===== src/rtl/plot_decoder_pkg.sv =====
// Shared types and constants for the plot-stream decoder.
// Holds the FSM encoding, the colour codes and the pixel count of one full frame.
package plot_decoder_pkg;

  typedef enum logic [1:0] {
    S_IDLE    = 2'd0,
    S_CAPTURE = 2'd1,
    S_DONE    = 2'd2
  } state_t;

  localparam logic [2:0] FG_COLOUR   = 3'b110;
  localparam logic [2:0] BG_COLOUR   = 3'b000;
  localparam int         GRID_PIXELS = 1024;

endpackage


===== src/rtl/plot_decoder_if.sv =====
// Plot bus, clear, row-readback port and status flags of the plot decoder.
// The master side drives the plot stream and read requests; the slave side is the decoder.
interface plot_decoder_if;

  logic [7:0]  x;
  logic [6:0]  y;
  logic [2:0]  colour;
  logic        plot;
  logic        clear;
  logic        rd_req;
  logic [3:0]  rd_row;
  logic [15:0] rd_data;
  logic        rd_valid;
  logic        busy;
  logic        frame_valid;
  logic        frame_done;
  logic [10:0] pixel_count;
  logic        stray_err;
  logic        conflict_err;

  modport master (
    output x, y, colour, plot, clear, rd_req, rd_row,
    input  rd_data, rd_valid, busy, frame_valid, frame_done, pixel_count,
           stray_err, conflict_err
  );

  modport slave (
    input  x, y, colour, plot, clear, rd_req, rd_row,
    output rd_data, rd_valid, busy, frame_valid, frame_done, pixel_count,
           stray_err, conflict_err
  );

endinterface


===== src/rtl/plot_decoder_cell_locate.sv =====
// cell_locate: maps a plot pixel to its grid cell and cell offset, one registered stage.
// Latency 1 cycle; no backpressure, a pixel is accepted every cycle plot is high.
module cell_locate
  import plot_decoder_pkg::*;
#(
  parameter int CELL_W = 10,
  parameter int CELL_H = 7,
  parameter int FILL   = 2,
  parameter int GRID   = 16,
  localparam int IW    = $clog2(GRID)
) (
  input  logic          clk,
  input  logic          rst_n,
  input  logic          clear,
  input  logic          plot,
  input  logic [7:0]    x,
  input  logic [6:0]    y,
  input  logic [2:0]    colour,
  output logic          vld,
  output logic          on_grid,
  output logic          origin,
  output logic [IW-1:0] col,
  output logic [IW-1:0] row,
  output logic [2:0]    colour_q
);

  localparam int NCOL = 255 / CELL_W;
  localparam int NROW = 127 / CELL_H;

  int   col_c, ox_c, row_c, oy_c;
  logic on_grid_c;

  // Comparator chain: the last threshold passed gives the quotient and remainder.
  always_comb begin
    col_c = 0;
    ox_c  = int'(x);
    for (int k = 1; k <= NCOL; k++) begin
      if (int'(x) >= k * CELL_W) begin
        col_c = k;
        ox_c  = int'(x) - k * CELL_W;
      end
    end
    row_c = 0;
    oy_c  = int'(y);
    for (int k = 1; k <= NROW; k++) begin
      if (int'(y) >= k * CELL_H) begin
        row_c = k;
        oy_c  = int'(y) - k * CELL_H;
      end
    end
    on_grid_c = (col_c < GRID) && (row_c < GRID) && (ox_c < FILL) && (oy_c < FILL);
  end

  always_ff @(posedge clk or negedge rst_n) begin
    if (!rst_n) begin
      vld      <= 1'b0;
      on_grid  <= 1'b0;
      origin   <= 1'b0;
      col      <= '0;
      row      <= '0;
      colour_q <= BG_COLOUR;
    end else if (clear) begin
      vld      <= 1'b0;
    end else begin
      vld <= plot;
      if (plot) begin
        on_grid  <= on_grid_c;
        origin   <= (ox_c == 0) && (oy_c == 0);
        col      <= IW'(col_c);
        row      <= IW'(row_c);
        colour_q <= colour;
      end
    end
  end

endmodule


===== src/rtl/plot_decoder.sv =====
// plot_decoder: snoops the pixel-plot bus and rebuilds the 16x16 character grid; PLOT_DECODER_CHECK_EN adds stray/conflict checks.
// Plot-to-grid latency 2 cycles, read latency 2 cycles; never backpressures the plot bus.
module plot_decoder
  import plot_decoder_pkg::*;
#(
  parameter int CELL_W = 10,
  parameter int CELL_H = 7,
  parameter int GRID   = 16,
  parameter int FILL   = 2
) (
  input  logic           fastclock,
  input  logic           resetn,
  plot_decoder_if.slave  bus
);

  localparam int IW        = $clog2(GRID);
  localparam int CW        = $clog2(GRID_PIXELS + 1);
  localparam int FRAME_PIX = GRID * GRID * FILL * FILL;

  logic                      s1_vld, s1_on_grid, s1_origin;
  logic [IW-1:0]             s1_col, s1_row, bit_idx;
  logic [2:0]                s1_colour;
  logic                      accept, is_fg;
  logic [GRID-1:0][GRID-1:0] grid;

  state_t          state;
  logic [CW-1:0]   pix_cnt;
  logic            busy_q, frame_valid_q, frame_done_q;
  logic            rd_pend, rd_valid_q;
  logic [GRID-1:0] rd_buf, rd_data_q;

  cell_locate #(
    .CELL_W (CELL_W),
    .CELL_H (CELL_H),
    .FILL   (FILL),
    .GRID   (GRID)
  ) u_locate (
    .clk      (fastclock),
    .rst_n    (resetn),
    .clear    (bus.clear),
    .plot     (bus.plot),
    .x        (bus.x),
    .y        (bus.y),
    .colour   (bus.colour),
    .vld      (s1_vld),
    .on_grid  (s1_on_grid),
    .origin   (s1_origin),
    .col      (s1_col),
    .row      (s1_row),
    .colour_q (s1_colour)
  );

  // Column 0 is the MSB of a grid row.
  assign bit_idx = IW'(GRID - 1) - s1_col;
  assign is_fg   = (s1_colour == FG_COLOUR);
  assign accept  = s1_vld && s1_on_grid && !bus.clear;

  always_ff @(posedge fastclock or negedge resetn) begin
    if (!resetn) begin
      grid <= '0;
    end else if (bus.clear) begin
      grid <= '0;
    end else if (accept && s1_origin) begin
      grid[s1_row][bit_idx] <= is_fg;
    end
  end

  always_ff @(posedge fastclock or negedge resetn) begin
    if (!resetn) begin
      state         <= S_IDLE;
      pix_cnt       <= '0;
      busy_q        <= 1'b0;
      frame_valid_q <= 1'b0;
      frame_done_q  <= 1'b0;
    end else if (bus.clear) begin
      state         <= S_IDLE;
      pix_cnt       <= '0;
      busy_q        <= 1'b0;
      frame_valid_q <= 1'b0;
      frame_done_q  <= 1'b0;
    end else begin
      frame_done_q <= 1'b0;
      if (accept) begin
        case (state)
          S_IDLE: begin
            state   <= S_CAPTURE;
            busy_q  <= 1'b1;
            pix_cnt <= CW'(1);
          end
          S_CAPTURE: begin
            if (pix_cnt == CW'(FRAME_PIX - 1)) begin
              state         <= S_DONE;
              busy_q        <= 1'b0;
              pix_cnt       <= '0;
              frame_done_q  <= 1'b1;
              frame_valid_q <= 1'b1;
            end else begin
              pix_cnt <= pix_cnt + CW'(1);
            end
          end
          S_DONE: begin
            state         <= S_CAPTURE;
            busy_q        <= 1'b1;
            frame_valid_q <= 1'b0;
            pix_cnt       <= CW'(1);
          end
          default: begin
            state  <= S_IDLE;
            busy_q <= 1'b0;
          end
        endcase
      end
    end
  end

  // Row is snapshotted when the request is sampled, so a write landing on that edge is not seen.
  always_ff @(posedge fastclock or negedge resetn) begin
    if (!resetn) begin
      rd_pend    <= 1'b0;
      rd_buf     <= '0;
      rd_data_q  <= '0;
      rd_valid_q <= 1'b0;
    end else begin
      rd_pend    <= bus.rd_req;
      rd_valid_q <= rd_pend;
      if (bus.rd_req) rd_buf    <= grid[bus.rd_row];
      if (rd_pend)    rd_data_q <= rd_buf;
    end
  end

`ifdef PLOT_DECODER_CHECK_EN
  logic stray_q, conflict_q, stored, bad_colour;

  assign stored     = grid[s1_row][bit_idx];
  assign bad_colour = !is_fg && (s1_colour != BG_COLOUR);

  always_ff @(posedge fastclock or negedge resetn) begin
    if (!resetn) begin
      stray_q    <= 1'b0;
      conflict_q <= 1'b0;
    end else if (bus.clear) begin
      stray_q    <= 1'b0;
      conflict_q <= 1'b0;
    end else begin
      if (s1_vld && !s1_on_grid) stray_q <= 1'b1;
      if (accept && (bad_colour || (!s1_origin && (stored != is_fg)))) conflict_q <= 1'b1;
    end
  end

  assign bus.stray_err    = stray_q;
  assign bus.conflict_err = conflict_q;
`else
  assign bus.stray_err    = 1'b0;
  assign bus.conflict_err = 1'b0;
`endif

  assign bus.rd_data     = rd_data_q;
  assign bus.rd_valid    = rd_valid_q;
  assign bus.busy        = busy_q;
  assign bus.frame_valid = frame_valid_q;
  assign bus.frame_done  = frame_done_q;
  assign bus.pixel_count = pix_cnt;

endmodule


===== src/flat_wrapper.sv =====
// flat-port wrapper written by rule: the top's interface ports become plain ports
module plot_decoder_flat import plot_decoder_pkg::*;
#(
  parameter int CELL_W = 10,
  parameter int CELL_H = 7,
  parameter int GRID   = 16,
  parameter int FILL   = 2
)
  (fastclock, resetn, bus_x, bus_y, bus_colour, bus_plot, bus_clear, bus_rd_req, bus_rd_row, bus_rd_data, bus_rd_valid, bus_busy, bus_frame_valid, bus_frame_done, bus_pixel_count, bus_stray_err, bus_conflict_err);
  plot_decoder_if bus_i ();
  input  logic fastclock;
  input  logic resetn;
  input wire logic [$bits(bus_i.x)-1:0] bus_x;
  input wire logic [$bits(bus_i.y)-1:0] bus_y;
  input wire logic [$bits(bus_i.colour)-1:0] bus_colour;
  input wire logic [$bits(bus_i.plot)-1:0] bus_plot;
  input wire logic [$bits(bus_i.clear)-1:0] bus_clear;
  input wire logic [$bits(bus_i.rd_req)-1:0] bus_rd_req;
  input wire logic [$bits(bus_i.rd_row)-1:0] bus_rd_row;
  output wire logic [$bits(bus_i.rd_data)-1:0] bus_rd_data;
  output wire logic [$bits(bus_i.rd_valid)-1:0] bus_rd_valid;
  output wire logic [$bits(bus_i.busy)-1:0] bus_busy;
  output wire logic [$bits(bus_i.frame_valid)-1:0] bus_frame_valid;
  output wire logic [$bits(bus_i.frame_done)-1:0] bus_frame_done;
  output wire logic [$bits(bus_i.pixel_count)-1:0] bus_pixel_count;
  output wire logic [$bits(bus_i.stray_err)-1:0] bus_stray_err;
  output wire logic [$bits(bus_i.conflict_err)-1:0] bus_conflict_err;
  assign bus_i.x = bus_x;
  assign bus_i.y = bus_y;
  assign bus_i.colour = bus_colour;
  assign bus_i.plot = bus_plot;
  assign bus_i.clear = bus_clear;
  assign bus_i.rd_req = bus_rd_req;
  assign bus_i.rd_row = bus_rd_row;
  assign bus_rd_data = bus_i.rd_data;
  assign bus_rd_valid = bus_i.rd_valid;
  assign bus_busy = bus_i.busy;
  assign bus_frame_valid = bus_i.frame_valid;
  assign bus_frame_done = bus_i.frame_done;
  assign bus_pixel_count = bus_i.pixel_count;
  assign bus_stray_err = bus_i.stray_err;
  assign bus_conflict_err = bus_i.conflict_err;
  plot_decoder #(.CELL_W(CELL_W), .CELL_H(CELL_H), .GRID(GRID), .FILL(FILL)) u_core (.fastclock(fastclock), .resetn(resetn), .bus(bus_i));
endmodule

===== config.mk =====
export PLATFORM = sky130hd
export DESIGN_NAME = plot_decoder_flat
export DESIGN_NICKNAME = d
export VERILOG_FILES = /design/src/rtl/plot_decoder_pkg.sv /design/src/rtl/plot_decoder_if.sv /design/src/rtl/plot_decoder_cell_locate.sv /design/src/rtl/plot_decoder.sv /design/src/flat_wrapper.sv
export SDC_FILE = /design/constraint.sdc
export NUM_CORES = 1
export LEC_CHECK = 0
export CAP_MARGIN = 20
export CELL_PAD_IN_SITES_DETAIL_PLACEMENT = 0
export CELL_PAD_IN_SITES_GLOBAL_PLACEMENT = 1
export CORE_UTILIZATION = 50
export DETAILED_ROUTE_END_ITERATION = 8
export PLACE_DENSITY = 0.84
export SLEW_MARGIN = 20
export SYNTH_ARGS = -nofsm -noshare
export SYNTH_HDL_FRONTEND = slang
export SYNTH_SLANG_ARGS = --single-unit

===== constraint.sdc =====
create_clock -name fastclock -period 3.6 [get_ports fastclock]
set_input_delay 0.54 -clock fastclock [delete_from_list [all_inputs] [get_ports fastclock]]
set_output_delay 0.54 -clock fastclock [all_outputs]
set_load 0.05 [all_outputs]

* Word level (Yosys, flattened, before mapping)
Cells that the tools add are included.
Word-level totals: bits in registers 320, output and inout bits 33
Cells by class: reduce and logical (&&, ||, !) cells 22, mux-type cells 116, add/subtract/negate cells 45, order comparisons 52, bitwise operators 1, equality and inequality tests 5
Operators by type and width (number):
- two-way mux 32 bit | 83
- two-way mux 256 bit | 2
- bitwise mux 256 bit | 1
- subtractor 8 x 8 -> 9 bit, second input constant | 13
- >= comparator 8 bit, second input constant | 13
- subtractor 7 x 7 -> 8 bit, second input constant | 9
- binary-select mux 16 bit (select 4 bit) | 1
- demux 16 bit (select 4 bit) | 1
- zero test 32 bit | 2
- < comparator 32 x 3 -> 1 bit, second input constant | 2
- < comparator 32 x 6 -> 1 bit, second input constant | 2
- >= comparator 7 bit, second input constant | 9
- subtractor 8 x 7 -> 9 bit, second input constant | 6
- >= comparator 8 x 7 -> 1 bit, second input constant | 6
- subtractor 7 x 6 -> 8 bit, second input constant | 5
- >= comparator 7 x 6 -> 1 bit, second input constant | 5
- two-way mux 11 bit | 3
- two-way mux 16 bit | 2
- subtractor 8 x 6 -> 9 bit, second input constant | 3
- >= comparator 8 x 6 -> 1 bit, second input constant | 3
- one-hot mux 11 bit (2 select lines) | 1
- subtractor 8 x 5 -> 9 bit, second input constant | 2
- >= comparator 8 x 5 -> 1 bit, second input constant | 2
- subtractor 7 x 5 -> 8 bit, second input constant | 2
- other kinds (30) | 63

* Longest topological paths before layout
depth after elaboration 30, depth in mapped cells 17, gate-level depth less buffers 14

* By module
Synthesis repeated with hierarchy kept, for this count alone.
Unflattened totals: cells, all modules 2673, area, all modules 23092.1 µm²
Modules (own cells, without submodules):
- plot_decoder | area each 15479.8 µm², instances 1, cells an instance 1507
- cell_locate | area each 7612.3 µm², instances 1, cells an instance 1166

* Worst setup path before layout
OpenSTA, ideal clock, no wires.
path type input-to-reg, start input port bus_y[2], end register u_core.u_locate.on_grid, path buffers 2, setup slack -222 ps, data arrival time 3749 ps, stages 14, cell sequence clkbuf_1 inv_1 ha_1 buf_2 and2b_1 o21ai_1 mux2_2 a311o_1 o221a_2 o41a_1 a211oi_2 a31oi_1 a31o_1 a21oi_2
On the way: longest elaborated chain between the ends 23
RTL lines:
- start, declared | line flat_wrapper.sv:14 | input wire logic [$bits(bus_i.y)-1:0] bus_y;
- >= comparator 7 x 3 -> 1 bit | line plot_decoder_cell_locate.sv:46 | if (int'(y) >= k * CELL_H) begin
- two-way mux 1 bit | line plot_decoder_cell_locate.sv:46
- two-way mux 32 bit (17 in a row) | line plot_decoder_cell_locate.sv:46
- < comparator 32 x 6 -> 1 bit | line plot_decoder_cell_locate.sv:51 | on_grid_c = (col_c < GRID) && (row_c < GRID) && (ox_c < FILL) && (oy_c < FILL);
- logical AND 1 bit (2 in a row) | line plot_decoder_cell_locate.sv:51
- logical AND 1 bit * | line plot_decoder_cell_locate.sv:51
- end signal, assigned | line plot_decoder_cell_locate.sv:67 | on_grid <= on_grid_c;
- end, declared | line plot_decoder_cell_locate.sv:20 | output logic on_grid,
Every way passes the cells marked *; elsewhere a longest branch is shown, timed or not. A chain may end at the register's enable or synchronous reset.

* Worst setup path in the final report
start input port bus_y[5], end register u_core.u_locate.on_grid
The elaborated chain is that of the path after synthesis.

==> out/results.tsv <==
stage	metric	value	unit
status	violations	design-rule violations	
routing	drtIter0Drc	2889	
clock_network	path_clk_slew	0.06	ns
clock_network	cts_tree	yes	
sta	min_period	3.50	ns
logic_synthesis	ys_types	95	
global_route	grt_antenna_before_repair	1	
floorplan	dieArea	0.0466	mm^2
worst_setup_path	worst-path-buf-inv	4	
placement	dp_worst_setup_slack	-0.920	ns
hold_path	hold_path_class	in -> reg	
power_and_ir_drop	p_total	0.00890	W
logic_synthesis	syn-cell-area	0.0229	mm^2
worst_setup_path	crit_type	in -> reg	
worst_setup_path	crit_path_top_delay_cell	clkdlybuf4s50_1	
floorplan	die_y	216	um
global_route	grt-ovfl-total	0	
sta	fin_ws	0.102	ns
hold_path	hold_path_depth	3	
sta	worst_pin_slew	0.983	ns
worst_setup_path	cp-end-kind	flop	
routing	wl_per_cell	23.9	um
logic_synthesis	synth_cells	2599	
job	cap_viol_max_count	0	
power_and_ir_drop	p_sw	0.00269	W
sta	final_hold_viol_count	0	
global_route	grt_max_degree	257	
worst_setup_path	r2r_start	u_core.u_locate.col[0]	
clock_network	clockRootBuffer	clkbuf_16	
placement	dp_hpwl	60500	um
finish	fillCellCount	3842	
worst_setup_path	r2r_end	u_core.grid[30]	
worst_setup_path	arrival	3.99	ns
sta	fmax	286	MHz
global_route	grt_pass1_vias	22700	
logic_synthesis	syn_area_per_cell	8.80	um^2
routing	route.detailed.drc	2	
worst_setup_path	worstPathCellList	clkdlybuf4s50_1 > ha_2 > inv_1 > ha_1 > buf_4 > o21ai_2 > buf_4 > mux2_2 > a311o_1 > o221a_2 > o41a_1 > a211oi_2 > a31oi_2 > a31o_1 > a21oi_2	
power_and_ir_drop	p_clk_share	34.6	%
logic_synthesis	seq_area_frac_synth	34.9	%
power_and_ir_drop	vdd_drop_max	0.384	mV
logic_synthesis	synth-async-reset-ratio	100	%
worst_setup_path	cp_slowest_stage_delay	0.52	ns
clock_network	cts_max_path_buffers	3	
global_route	track_usage	36.1	%
floorplan	fp.dieW	216	um
finish	n_antenna_cell	0	
worst_setup_path	cp-startpoint	bus_y[5]	
floorplan	initial_core_util	50.5	%
finish	nets	3040	
worst_setup_path	start_kind	input pin	
floorplan	io-pin-count	60	
routing	avgViaCountPerCell	6.46	
worst_setup_path	reg2reg_setup_slack	1.16	ns
clock_network	cts.sinks	319	
logic_synthesis	synth_seq_cells	319	
placement	numPortBuffers	57	
logic_synthesis	synth_top_flop_cell	dfrtp_1	
placement	gp_congestion	1.06	
worst_setup_path	cp_max_fo	4	
sta	finalSetupViolations	0	
finish	drive_gt1_share	26.3	%
logic_synthesis	yosys_warnings	0	
power_and_ir_drop	comb_power_share	24.0	%
routing	dr_total_vias	23100	
routing	wl	85500	um
finish	syn_to_final_growth	25.1	%
sta	timing.final.crit_share	97.2	%
logic_synthesis	synth-edff-count	0	
routing	drt.antenna.violating_nets	0	
sta	relSlewSlack	33.8	%
status	status	finished with violations	
routing	first_pass_iters	8	
clock_network	numCtsBuffers	31	
clock_network	cts_max_level	1	
worst_setup_path	required	4.09	ns
power_and_ir_drop	swShare	30.2	%
worst_setup_path	path_common_cell	buf_4	
power_and_ir_drop	power_density	311	mW/mm^2
sta	drv_slew	0	
sta	holdWs	0.411	ns
hold_path	hold_end	u_core.grid[238]	
floorplan	rows	78	
worst_setup_path	r2r_cells	5	
power_and_ir_drop	power.internal	0.00622	W
floorplan	core	0.0453	mm^2
sta	fin_skew	0.0193	ns
power_and_ir_drop	seqPwrFrac	41.3	%
global_route	grt_pass1_wl	132000	um
power_and_ir_drop	p_leak	11.8	nW
hold_path	hold_start	bus_clear	
clock_network	clk_latency	0.56	ns
sta	fin_setup_tns	0	ns
worst_setup_path	cp_top_family	compound AO/OA/AOI/OAI gates	
## area by class of cell
type                            count  area [um^2]  share of cell area (%)
Inverter                           33          128                   0.446
Clock buffer                       46          882                    3.08
Sequential cell                   319         7980                    27.9
Timing Repair Buffer              562         4560                    15.9
Clock inverter                      7         63.8                   0.223
Tap cell                          600          751                    2.62
Multi-Input combinational cell   2015        14200                    49.8
## sequential cells by signal (all words and copies together), names as in the netlist
register / cells
u_core.bus.busy: 1
u_core.bus.frame_done: 1
u_core.bus.frame_valid: 1
u_core.bus.pixel_count: 11
u_core.bus.rd_data: 16
u_core.bus.rd_valid: 1
u_core.grid: 256
u_core.rd_buf: 16
u_core.rd_pend: 1
u_core.state: 1
u_core.u_locate.col: 4
u_core.u_locate.colour_q: 3
u_core.u_locate.on_grid: 1
u_core.u_locate.origin: 1
u_core.u_locate.row: 4
u_core.u_locate.vld: 1
## worst register-to-register path: cells and delay by family (launching register included)
kind             cells  cell delay (ns)
AO/OA/AOI/OAI        1             0.09
AND/OR/NAND/NOR      4             1.49
flip-flops           1             0.69
## Yosys cell counts (22+ instances only)
cell type  number  area share [%]
a211oi_1       28            0.92
a21oi_1        90             2.0
a31oi_1        30            0.82
buf_1          24            0.39
clkbuf_1      184             3.0
dfrtp_1       319              35
ha_1           51             2.8
inv_1          27            0.44
mux2_2         38             1.9
mux4_2         80             7.9
nand2_1       326             5.3
nand2b_1       28            0.77
nand3_1        55             1.2
nand3b_1      191             6.3
nand4_1        22            0.60
nor2_1        111             1.8
nor2b_1        88             2.4
nor3_1         50             1.1
nor4_1         22            0.60
o211ai_1       32             1.1
o21ai_0       324             7.1
o31ai_1        87             2.9
xnor2_1        41             1.6
## cell usage in the layout, fill, tap and decap left out, types with 16 or more instances in the layout
cell type	n
o211ai_1	32
inv_1	21
mux4_2	80
dfrtp_1	319
nand4_1	22
clkbuf_16	31
clkdlybuf4s50_1	44
ha_1	33
xnor2_1	41
o21ai_0	320
o31ai_1	85
a21oi_1	83
and3_1	16
nand2_1	325
nor4_1	20
and2_1	22
a31oi_1	27
a21o_1	21
nor2b_1	87
nand2b_1	27
nor3_1	44
mux2_2	38
nor2_1	108
buf_4	488
nand3b_1	191
a211oi_1	21
nand3_1	55
## metrics by stage
stage	cell area [um^2]	instances	util (%)
floorplan	22900	2600	-
global placement	27200	3525	60.1
detailed placement	27200	3525	60.1
CTS	28300	3579	62.4
global route	28600	3582	63.2
finish	28600	3582	63.2
## power groups by stage
stage,registers (W),clock network [W],logic [W]
detailed placement,0.00374,0,0.00201
global placement,0.00374,0,0.00201
global route,0.00368,0.00327,0.00226
finish,0.00368,0.00308,0.00214
floorplan,0.00369,0,0.00106
CTS,0.00368,0.00313,0.00203
## worst max-delay path by stage
stage | cells after the start | end
2_1_floorplan | 15 | u_core.u_locate.origin
3_3_place_gp | 17 | u_core.u_locate.origin
3_5_place_dp | 18 | u_core.u_locate.on_grid
4_1_cts | 15 | u_core.u_locate.on_grid
5_1_grt | 15 | u_core.u_locate.on_grid
6_report | 15 | u_core.u_locate.on_grid
## layer usage
layer | part of all wire [%] | GRT usage [%] | vias up
li1 | - | - | 10400
met1 | 40 | 48.1 | 11200
met2 | 47 | 59.4 | 1236
met3 | 8.2 | 4.88 | 258
met4 | 4.6 | 14.9 | 0
met5 | 0 | 0 | -
## logic make-up (layout without fill, tap and decap cells)
kind of cell / count (synthesis) / in the layout / share of synthesized area [%]
buffers and inverters: 266 / 648 / 4.62
other: 1 / 2 / 0.0164
AOI/OAI and AO/OA: 808 / 808 / 22.9
DFF: 319 / 319 / 34.9
muxes: 127 / 127 / 10.1
and+or+nand+nor: 974 / 974 / 22.6
adders and majority gates: 51 / 51 / 2.79
xor gates and xnor gates: 53 / 53 / 2.03
## repair_timing
item,4_1_cts,5_1_grt
hold endpoints to repair,53,0
cloned,0,0
gates resized for setup,19,90
hold buffers,1,0
buffers inserted,0,3
pin swaps,3,15
endpoints found under the setup margin,2,2
Note: power is estimated with default switching activity, not from simulation.
